## src/rtl/imm_ext_pipe_pkg.sv

```systemverilog
// rtl/imm_ext_pipe_pkg.sv - extender mode encodings shared by the ID->EX immediate pipe and the controller
package imm_ext_pipe_pkg;

   localparam int EXT_OP_W = 3;

   localparam logic [EXT_OP_W-1:0] EXT_ZERO = 3'b000;
   localparam logic [EXT_OP_W-1:0] EXT_SIGN = 3'b001;
   localparam logic [EXT_OP_W-1:0] EXT_LUI  = 3'b010;
   localparam logic [EXT_OP_W-1:0] EXT_BR   = 3'b011;
   localparam logic [EXT_OP_W-1:0] EXT_JMP  = 3'b100;

endpackage

```

## src/rtl/imm_ext_core.sv

```systemverilog
// rtl/imm_ext_core.sv - stateless mode decode and immediate extension; branch add is left to the caller
module imm_ext_core
   import imm_ext_pipe_pkg::*;
#(
   parameter int DATA_W = 32,
   parameter int IMM_W  = 16
) (
   input  logic [DATA_W-1:0]   instr,
   input  logic [DATA_W-1:0]   pc,
   input  logic [EXT_OP_W-1:0] ext_op,
   output logic [DATA_W-1:0]   ext_val,
   output logic [DATA_W-1:0]   pc4
);

   logic [IMM_W-1:0]  imm;
   logic [DATA_W-1:0] sext;
   logic              unused_opcode;

   assign imm  = instr[IMM_W-1:0];
   assign sext = {{(DATA_W-IMM_W){imm[IMM_W-1]}}, imm};
   assign pc4  = pc + DATA_W'(4);

   // opcode field is not part of any result
   assign unused_opcode = ^instr[DATA_W-1:DATA_W-6];

   // mode select; for BR only the scaled offset is produced so the add can be placed per pipe depth
   always_comb begin
      ext_val = '0;
      case (ext_op)
         EXT_ZERO: ext_val = {{(DATA_W-IMM_W){1'b0}}, imm};
         EXT_SIGN: ext_val = sext;
         EXT_LUI:  ext_val = {imm, {(DATA_W-IMM_W){1'b0}}};
         EXT_BR:   ext_val = {sext[DATA_W-3:0], 2'b00};
         EXT_JMP:  ext_val = {pc4[DATA_W-1:DATA_W-4], instr[DATA_W-7:0], 2'b00};
         default:  ext_val = '0;
      endcase
   end

endmodule

```

## src/rtl/imm_ext_pipe.sv

```systemverilog
// rtl/imm_ext_pipe.sv - pipelined immediate/target generator with valid/ready slots, flush and occupancy
module imm_ext_pipe
   import imm_ext_pipe_pkg::*;
#(
   parameter int DATA_W = 32,
   parameter int IMM_W  = 16,
   parameter int STAGES = 2
) (
   input  logic                       clk,
   input  logic                       reset_n,
   input  logic                       flush,
   input  logic                       in_valid,
   output logic                       in_ready,
   input  logic [DATA_W-1:0]          instr,
   input  logic [DATA_W-1:0]          pc,
   input  logic [2:0]                 ext_op,
   output logic                       out_valid,
   input  logic                       out_ready,
   output logic [DATA_W-1:0]          out_imm,
   output logic [DATA_W-1:0]          out_pc,
   output logic [2:0]                 out_op,
   output logic [$clog2(STAGES+1)-1:0] occupancy
);

   localparam int OCC_W = $clog2(STAGES+1);

   logic [STAGES-1:0]             valid_q;
   logic [STAGES-1:0]             adv;
   logic [STAGES-1:0]             load;
   logic [STAGES-1:0][DATA_W-1:0] val_q;
   logic [STAGES-1:0][DATA_W-1:0] pc_q;
   logic [STAGES-1:0][2:0]        op_q;
   logic [STAGES-1:0][DATA_W-1:0] val_in;
   logic [STAGES-1:0][DATA_W-1:0] pc_in;
   logic [STAGES-1:0][2:0]        op_in;
   logic [OCC_W-1:0]              occ_q;
   logic [DATA_W-1:0]             core_val;
   logic [DATA_W-1:0]             core_pc4;
   logic                          accept;
   logic                          drain;

   imm_ext_core #(
      .DATA_W (DATA_W),
      .IMM_W  (IMM_W)
   ) u_core (
      .instr   (instr),
      .pc      (pc),
      .ext_op  (ext_op),
      .ext_val (core_val),
      .pc4     (core_pc4)
   );

   // advance chain, resolved from the output slot back towards the input
   always_comb begin
      adv = '0;
      adv[STAGES-1] = valid_q[STAGES-1] & out_ready;
      for (int k = STAGES-2; k >= 0; k--) begin
         adv[k] = valid_q[k] & (~valid_q[k+1] | adv[k+1]);
      end
   end

   assign in_ready = ~valid_q[0] | adv[0];
   assign accept   = in_valid & in_ready & ~flush;
   assign drain    = adv[STAGES-1];

   // per-slot load enables and upstream pc/op; flush blocks every load so data regs hold
   always_comb begin
      load     = '0;
      pc_in    = '0;
      op_in    = '0;
      load[0]  = accept;
      pc_in[0] = pc;
      op_in[0] = ext_op;
      for (int k = 1; k < STAGES; k++) begin
         load[k]  = adv[k-1] & ~flush;
         pc_in[k] = pc_q[k-1];
         op_in[k] = op_q[k-1];
      end
   end

   generate
      if (STAGES == 1) begin : g_single
         assign val_in[0] = (ext_op == EXT_BR) ? core_val + core_pc4 : core_val;
      end else begin : g_split
         logic [DATA_W-1:0] pc4_q;

         // pc+4 rides with slot 0 so the branch add sits between slot 0 and slot 1
         always_ff @(posedge clk or negedge reset_n) begin
            if (!reset_n) begin
               pc4_q <= '0;
            end else if (load[0]) begin
               pc4_q <= core_pc4;
            end
         end

         assign val_in[0] = core_val;
         assign val_in[1] = (op_q[0] == EXT_BR) ? val_q[0] + pc4_q : val_q[0];
         for (genvar k = 2; k < STAGES; k++) begin : g_copy
            assign val_in[k] = val_q[k-1];
         end
      end
   endgenerate

   // slot array: load when upstream advances, clear when advancing with no reload, flush empties all
   always_ff @(posedge clk or negedge reset_n) begin
      if (!reset_n) begin
         valid_q <= '0;
         val_q   <= '0;
         pc_q    <= '0;
         op_q    <= '0;
      end else begin
         for (int k = 0; k < STAGES; k++) begin
            if (flush) begin
               valid_q[k] <= 1'b0;
            end else begin
               valid_q[k] <= load[k] | (valid_q[k] & ~adv[k]);
            end
            if (load[k]) begin
               val_q[k] <= val_in[k];
               pc_q[k]  <= pc_in[k];
               op_q[k]  <= op_in[k];
            end
         end
      end
   end

   // occupancy: +1 on accept, -1 on drain, flush drops everything including the output entry
   always_ff @(posedge clk or negedge reset_n) begin
      if (!reset_n) begin
         occ_q <= '0;
      end else if (flush) begin
         occ_q <= '0;
      end else if (accept && !drain) begin
         occ_q <= occ_q + OCC_W'(1);
      end else if (!accept && drain) begin
         occ_q <= occ_q - OCC_W'(1);
      end
   end

   assign out_valid = valid_q[STAGES-1];
   assign out_imm   = val_q[STAGES-1];
   assign out_pc    = pc_q[STAGES-1];
   assign out_op    = op_q[STAGES-1];
   assign occupancy = occ_q;

endmodule

```

## config.mk

```make
export PLATFORM = sky130hd
export DESIGN_NAME = imm_ext_pipe
export DESIGN_NICKNAME = d
export VERILOG_FILES = /design/src/rtl/imm_ext_pipe_pkg.sv /design/src/rtl/imm_ext_core.sv /design/src/rtl/imm_ext_pipe.sv
export SDC_FILE = /design/constraint.sdc
export NUM_CORES = 1
export LEC_CHECK = 0
export CAP_MARGIN = 20
export CORE_MARGIN = 5
export CORE_UTILIZATION = 50
export DETAILED_ROUTE_END_ITERATION = 10
export HOLD_SLACK_MARGIN = 0.05
export PLACE_DENSITY = 0.73
export SYNTH_ARGS = -nofsm -noshare
export SYNTH_HDL_FRONTEND = slang
export SYNTH_SLANG_ARGS = --single-unit
```

## constraint.sdc

```tcl
create_clock -name clk -period 6 [get_ports clk]
set_input_delay 0.6 -clock clk [delete_from_list [all_inputs] [get_ports clk]]
set_output_delay 0.6 -clock clk [all_outputs]
set_load 0.005 [all_outputs]
```

### Word level (Yosys, flattened, before mapping)

Cells that the tools add are included.

* input port bits: 72
* register bits after elaboration: 170
* logic and storage cells: 47

* reductions and logical operators: 6
* bitwise gates (word level): 16
* mux-type cells: 7
* equality and inequality tests: 5
* add/subtract/negate cells: 4

Operator list (number)
* one-hot mux 32 bit (5 select lines): 1
* adder 32 x 3 -> 32 bit, second input constant: 1
* adder 32 bit: 1
* two-way mux 32 bit: 1
* == test 3 x 2 -> 1 bit, second input constant: 3
* bitwise AND 1 bit: 7
* two-way mux 2 bit: 3
* inverter 1 bit: 5
* OR 1 bit: 4
* == test 3 x 1 -> 1 bit, second input constant: 1
* == test 3 bit, second input constant: 1
* zero test 3 bit: 1
* nonzero test 3 bit: 1
* adder 2 x 1 -> 2 bit, second input constant: 1
* logical AND 1 bit: 2
* zero test 1 bit: 2
* two-way mux 1 bit: 2
* subtractor 2 x 1 -> 2 bit, second input constant: 1

### Depth between registers and ports, before layout

* word-level depth: 11
* mapped depth: 10
* mapped depth without buffers: 10

### Modules after synthesis

From an unflattened synthesis, not the netlist that was laid out.

* cell total of the unflattened synthesis: 1009
* area, all modules: 9734.3 µm²

By module, submodules not included
* imm_ext_pipe: area an instance 8399.3 µm², times used 1, cells an instance 800, sequential area each 4254.1 µm²
* imm_ext_core: area an instance 1335.0 µm², times used 1, cells an instance 209, sequential area each 0.0 µm²

### Worst setup path after synthesis

No wires, ideal clock.

* kind: register to register
* from: reg val_q[0] (netlist name)
* to: reg val_q, in the netlist out_imm[22]
* setup slack: 3.628 ns
* required time: 5.867 ns
* data arrival time: 2.239 ns
* clock period less this slack: 2.372 ns
* stages on the path, launching flop included: 11
* library setup time: 0.133 ns
* path through: dfrtp_1 > ha_1 > fa_1 > a211oi_1 > o211ai_1 > nand2_2 > o31ai_4 > and3_1 > a21boi_0 > xnor2_1 > o21ai_0

* cells in the longest elaborated chain, start to end: 2

RTL lines
* from (decl): RTL line imm_ext_pipe.sv:30 `logic [STAGES-1:0][DATA_W-1:0] val_q;`
* from (signal, indexed assignment): RTL line imm_ext_pipe.sv:119 `val_q[k] <= val_in[k];`
* adder 32 bit: RTL line imm_ext_pipe.sv:97 `assign val_in[1] = (op_q[0] == EXT_BR) ? val_q[0] + pc4_q : val_q[0];`
* two-way mux 32 bit: RTL line imm_ext_pipe.sv:97

No other way between the ends.
A chain may end at the register's enable or synchronous reset.

### Worst setup path in the final report

* from: in out_ready
* to: reg val_q, in the netlist out_imm[27]

* cells in the longest elaborated chain, start to end: 4

RTL lines
* from (decl): RTL line imm_ext_pipe.sv:18 `input logic out_ready,`
* bitwise AND 1 bit: RTL line imm_ext_pipe.sv:56 `adv[STAGES-1] = valid_q[STAGES-1] & out_ready;`
* OR 1 bit: RTL line imm_ext_pipe.sv:58 `adv[k] = valid_q[k] & (~valid_q[k+1] | adv[k+1]);`
* bitwise AND 1 bit: RTL line imm_ext_pipe.sv:58
* bitwise AND 1 bit: RTL line imm_ext_pipe.sv:75 `load[k] = adv[k-1] & ~flush;`

No other way between the ends.

==> metrics <==
clock sink count ~170; CP required approximately 6300 ps; Tightest Hold Check Type flip-flop to flip-flop; Power per Cell Area between 300 and 400 nW/µm²; post-route DRC violation count 0; Rows 49; via count approximately 8,000; CP startpoint kind primary input; CTS H-tree lvls 4; Worst setup EP type flip-flop; Synth Cell Area 9210 µm²; CTS buffer count 17; Slew HR 0.286; Post-CTS Hold Fix Bufs 0; Post-synth EDFFs 0; R2R Setup Slk ~3200 ps; Final HPWL DP around 18 mm; RD Place Congestion a little over 0.9; fmax roughly 340 MHz; Area growth syn-to-layout 20.7%; die area approximately 21,000 µm²; Finished Cell Area between 10,000 and 15,000 µm²; post-CTS sizing 0; Die X 146 µm; global route total overflow 0; Syn Area/Cell ~8.5 µm²; Worst Skew roughly 8.5 ps; pin count of the biggest net entering global routing 111; CORE AREA 18,000 µm²; Iter 0 DRT Violations between 500 and 600; antenna violations before repair 1; type of the worst setup path primary input to flip-flop; flops & latches, synth around 170; post-CTS setup buffers 0; peak supply drop 209 µV; warning count from the yosys run 0; Via density approximately 5.6; clock root cell clkbuf_16; IO Count 143; # setup viols final 0; Leak 5.12 nW; outcome finished, final reports clean; register area share after synthesis 0.457; vias in the first global route about 7,500; fin. max-slew vios 0; fin crit share 0.495; Top FF cell, synth dfrtp_1; async set or reset register ratio after synthesis 1.00; drt total wl ~25 mm; Synthesized Nets around 1,200; global-route wire length before repair approximately 40 mm; WP data arrival 3270 ps; detailed-router iteration count before antenna repair 5; Die H between 100 and 150 µm; CTS tree built; Worst-path clk slew around 70 ps; Slew @ Worst Pin 1070 ps; area post-placement ~10,000 µm²; layout cells sized above 1 0.0518; setup_tns 0 ps; PortBufs 136; Post-Syn Instances between 1,000 and 1,500; global-route usage over all layers 0.232; Initial Utilization 0.511; Distinct cells, synth 59; Fin. Hold Viols 0; Max FO, Critical Path 38; clk buf depth 2; max_cap viols 0; ant diodes 0; RSZ-0062 raised after global routing no; min Tclk post-route 2970 ps; nets@finish between 1,000 and 1,500; number of routed nets with antenna violations 0; drt wl/cell 17.7 µm; Worst-Skew Late Latency around 430 ps
[worst paths after layout]
kind	end	from	depth (start not counted)
max in group asynchronous	out_pc[26]$_DFFE_PN0P_	reset_n	4
min in group asynchronous	out_pc[2]$_DFFE_PN0P_	reset_n	2
worst min-delay path	out_pc[14]$_DFFE_PN0P_	pc_in[46]$_DFFE_PN0P_	2
worst min register to register	out_pc[14]$_DFFE_PN0P_	pc_in[46]$_DFFE_PN0P_	2
worst max-delay path	out_imm[27]$_DFFE_PN0P_	out_ready	9
worst max register to register	out_imm[22]$_DFFE_PN0P_	g_split.pc4_q[0]$_DFFE_PN0P_	10
[where the power goes]
group | internal, mW | switching (mW) | total [mW]
clock network | 0.654 | 0.473 | 1.13
logic | 0.433 | 0.444 | 0.877
registers | 1.31 | 0.136 | 1.45
total | 2.40 | 1.05 | 3.45
[registers in the layout, summed over array words and instances, names as in the netlist]
name           cells
op_in              3
out_op             3
out_imm           32
occupancy          2
val_q             32
g_split.pc4_q     32
pc_in             30
valid_q            2
out_pc            32
[cell type report]
type                            count  area, µm²
Clock inverter                     11        135
Tap cell                          229        287
Sequential cell                   168       4200
Fill cell                        1602       6910
Timing Repair Buffer              146       1460
Multi-Input combinational cell    822       4520
Inverter                            9       33.8
Clock buffer                       21        470
[worst max-delay path: stages]
cell and delay [ps]:
clkdlybuf4s50_1 440, nor2b_1 300, or3b_2 710, buf_4 520
nor2_1 160, nand4_1 130, o31ai_1 70, a221oi_1 220
nand3_1 90
[per-layer routing]
layer | share of wire | track usage | vias to the layer above
met3 | 0.054 | 0.0420 | 55
met4 | 0.029 | 0.0835 | 2
met2 | 0.45 | 0.349 | 250
met5 | 0.00052 | 0 | -
li1 | - | - | 3843
met1 | 0.47 | 0.338 | 3713
[per-stage QoR]
| step | setup slack [ps] | std cells | total power, mW | hold slack (ps) | utilization |
|---|---|---|---|---|---|
| after floorplan | 3630 | 1086 | 1.97 | 304 | - |
| after global placement | 2610 | 1371 | 2.32 | 454 | 0.581 |
| after detailed placement | 2550 | 1371 | 2.34 | 453 | 0.581 |
| after CTS | 2990 | 1403 | 3.47 | 343 | 0.614 |
| after global routing | 2730 | 1406 | 3.64 | 494 | 0.617 |
| final | 3030 | 1406 | 3.45 | 468 | 0.617 |
[cells in the mapped netlist (all sizes together), types with 3 or more instances]
cell	instances	area, µm²
a211oi	5	37.5
a21boi	5	41.3
a21o	11	82.6
a21oi	88	448
a221o	16	160
a221oi	3	32.5
a22oi	11	82.6
a31oi	8	50.1
a41o	3	30.0
and2	3	18.8
and3	23	149
and4	4	42.5
buf	35	255
clkbuf	52	195
dfrtp	168	4200
ha	32	400
inv	9	33.8
nand2	330	1240
nand2b	3	18.8
nand3	23	115
nand4	11	68.8
nor2	61	229
nor2b	3	18.8
nor3	8	50.1
o211ai	4	35.0
o21ai	81	405
o21bai	3	22.5
o31ai	5	51.3
xnor2	25	219
xor2	32	280
[placed cells by master (no fill, tap or decap), types with 8 or more instances in the layout]
| master | instances |
|---|---|
| a31oi_1 | 8 |
| a221o_1 | 16 |
| xnor2_1 | 25 |
| a21o_1 | 11 |
| a22oi_1 | 11 |
| nand3_1 | 23 |
| nand4_1 | 11 |
| a21oi_1 | 86 |
| dfrtp_1 | 168 |
| ha_1 | 32 |
| inv_1 | 9 |
| o21ai_0 | 77 |
| nand2_1 | 329 |
| xor2_1 | 32 |
| clkbuf_16 | 17 |
| buf_4 | 8 |
| nor2_1 | 61 |
| and3_1 | 22 |
| clkdlybuf4s50_1 | 135 |
[cell families after synthesis]
group,Yosys count,synth area share
xor+xnor,57,0.0542
fa+ha+maj,33,0.0457
flops,168,0.457
simple gates,478,0.219
compound gates,254,0.172
buf+inv,96,0.0526
No activity file was read; power rests on OpenSTA's default activity.
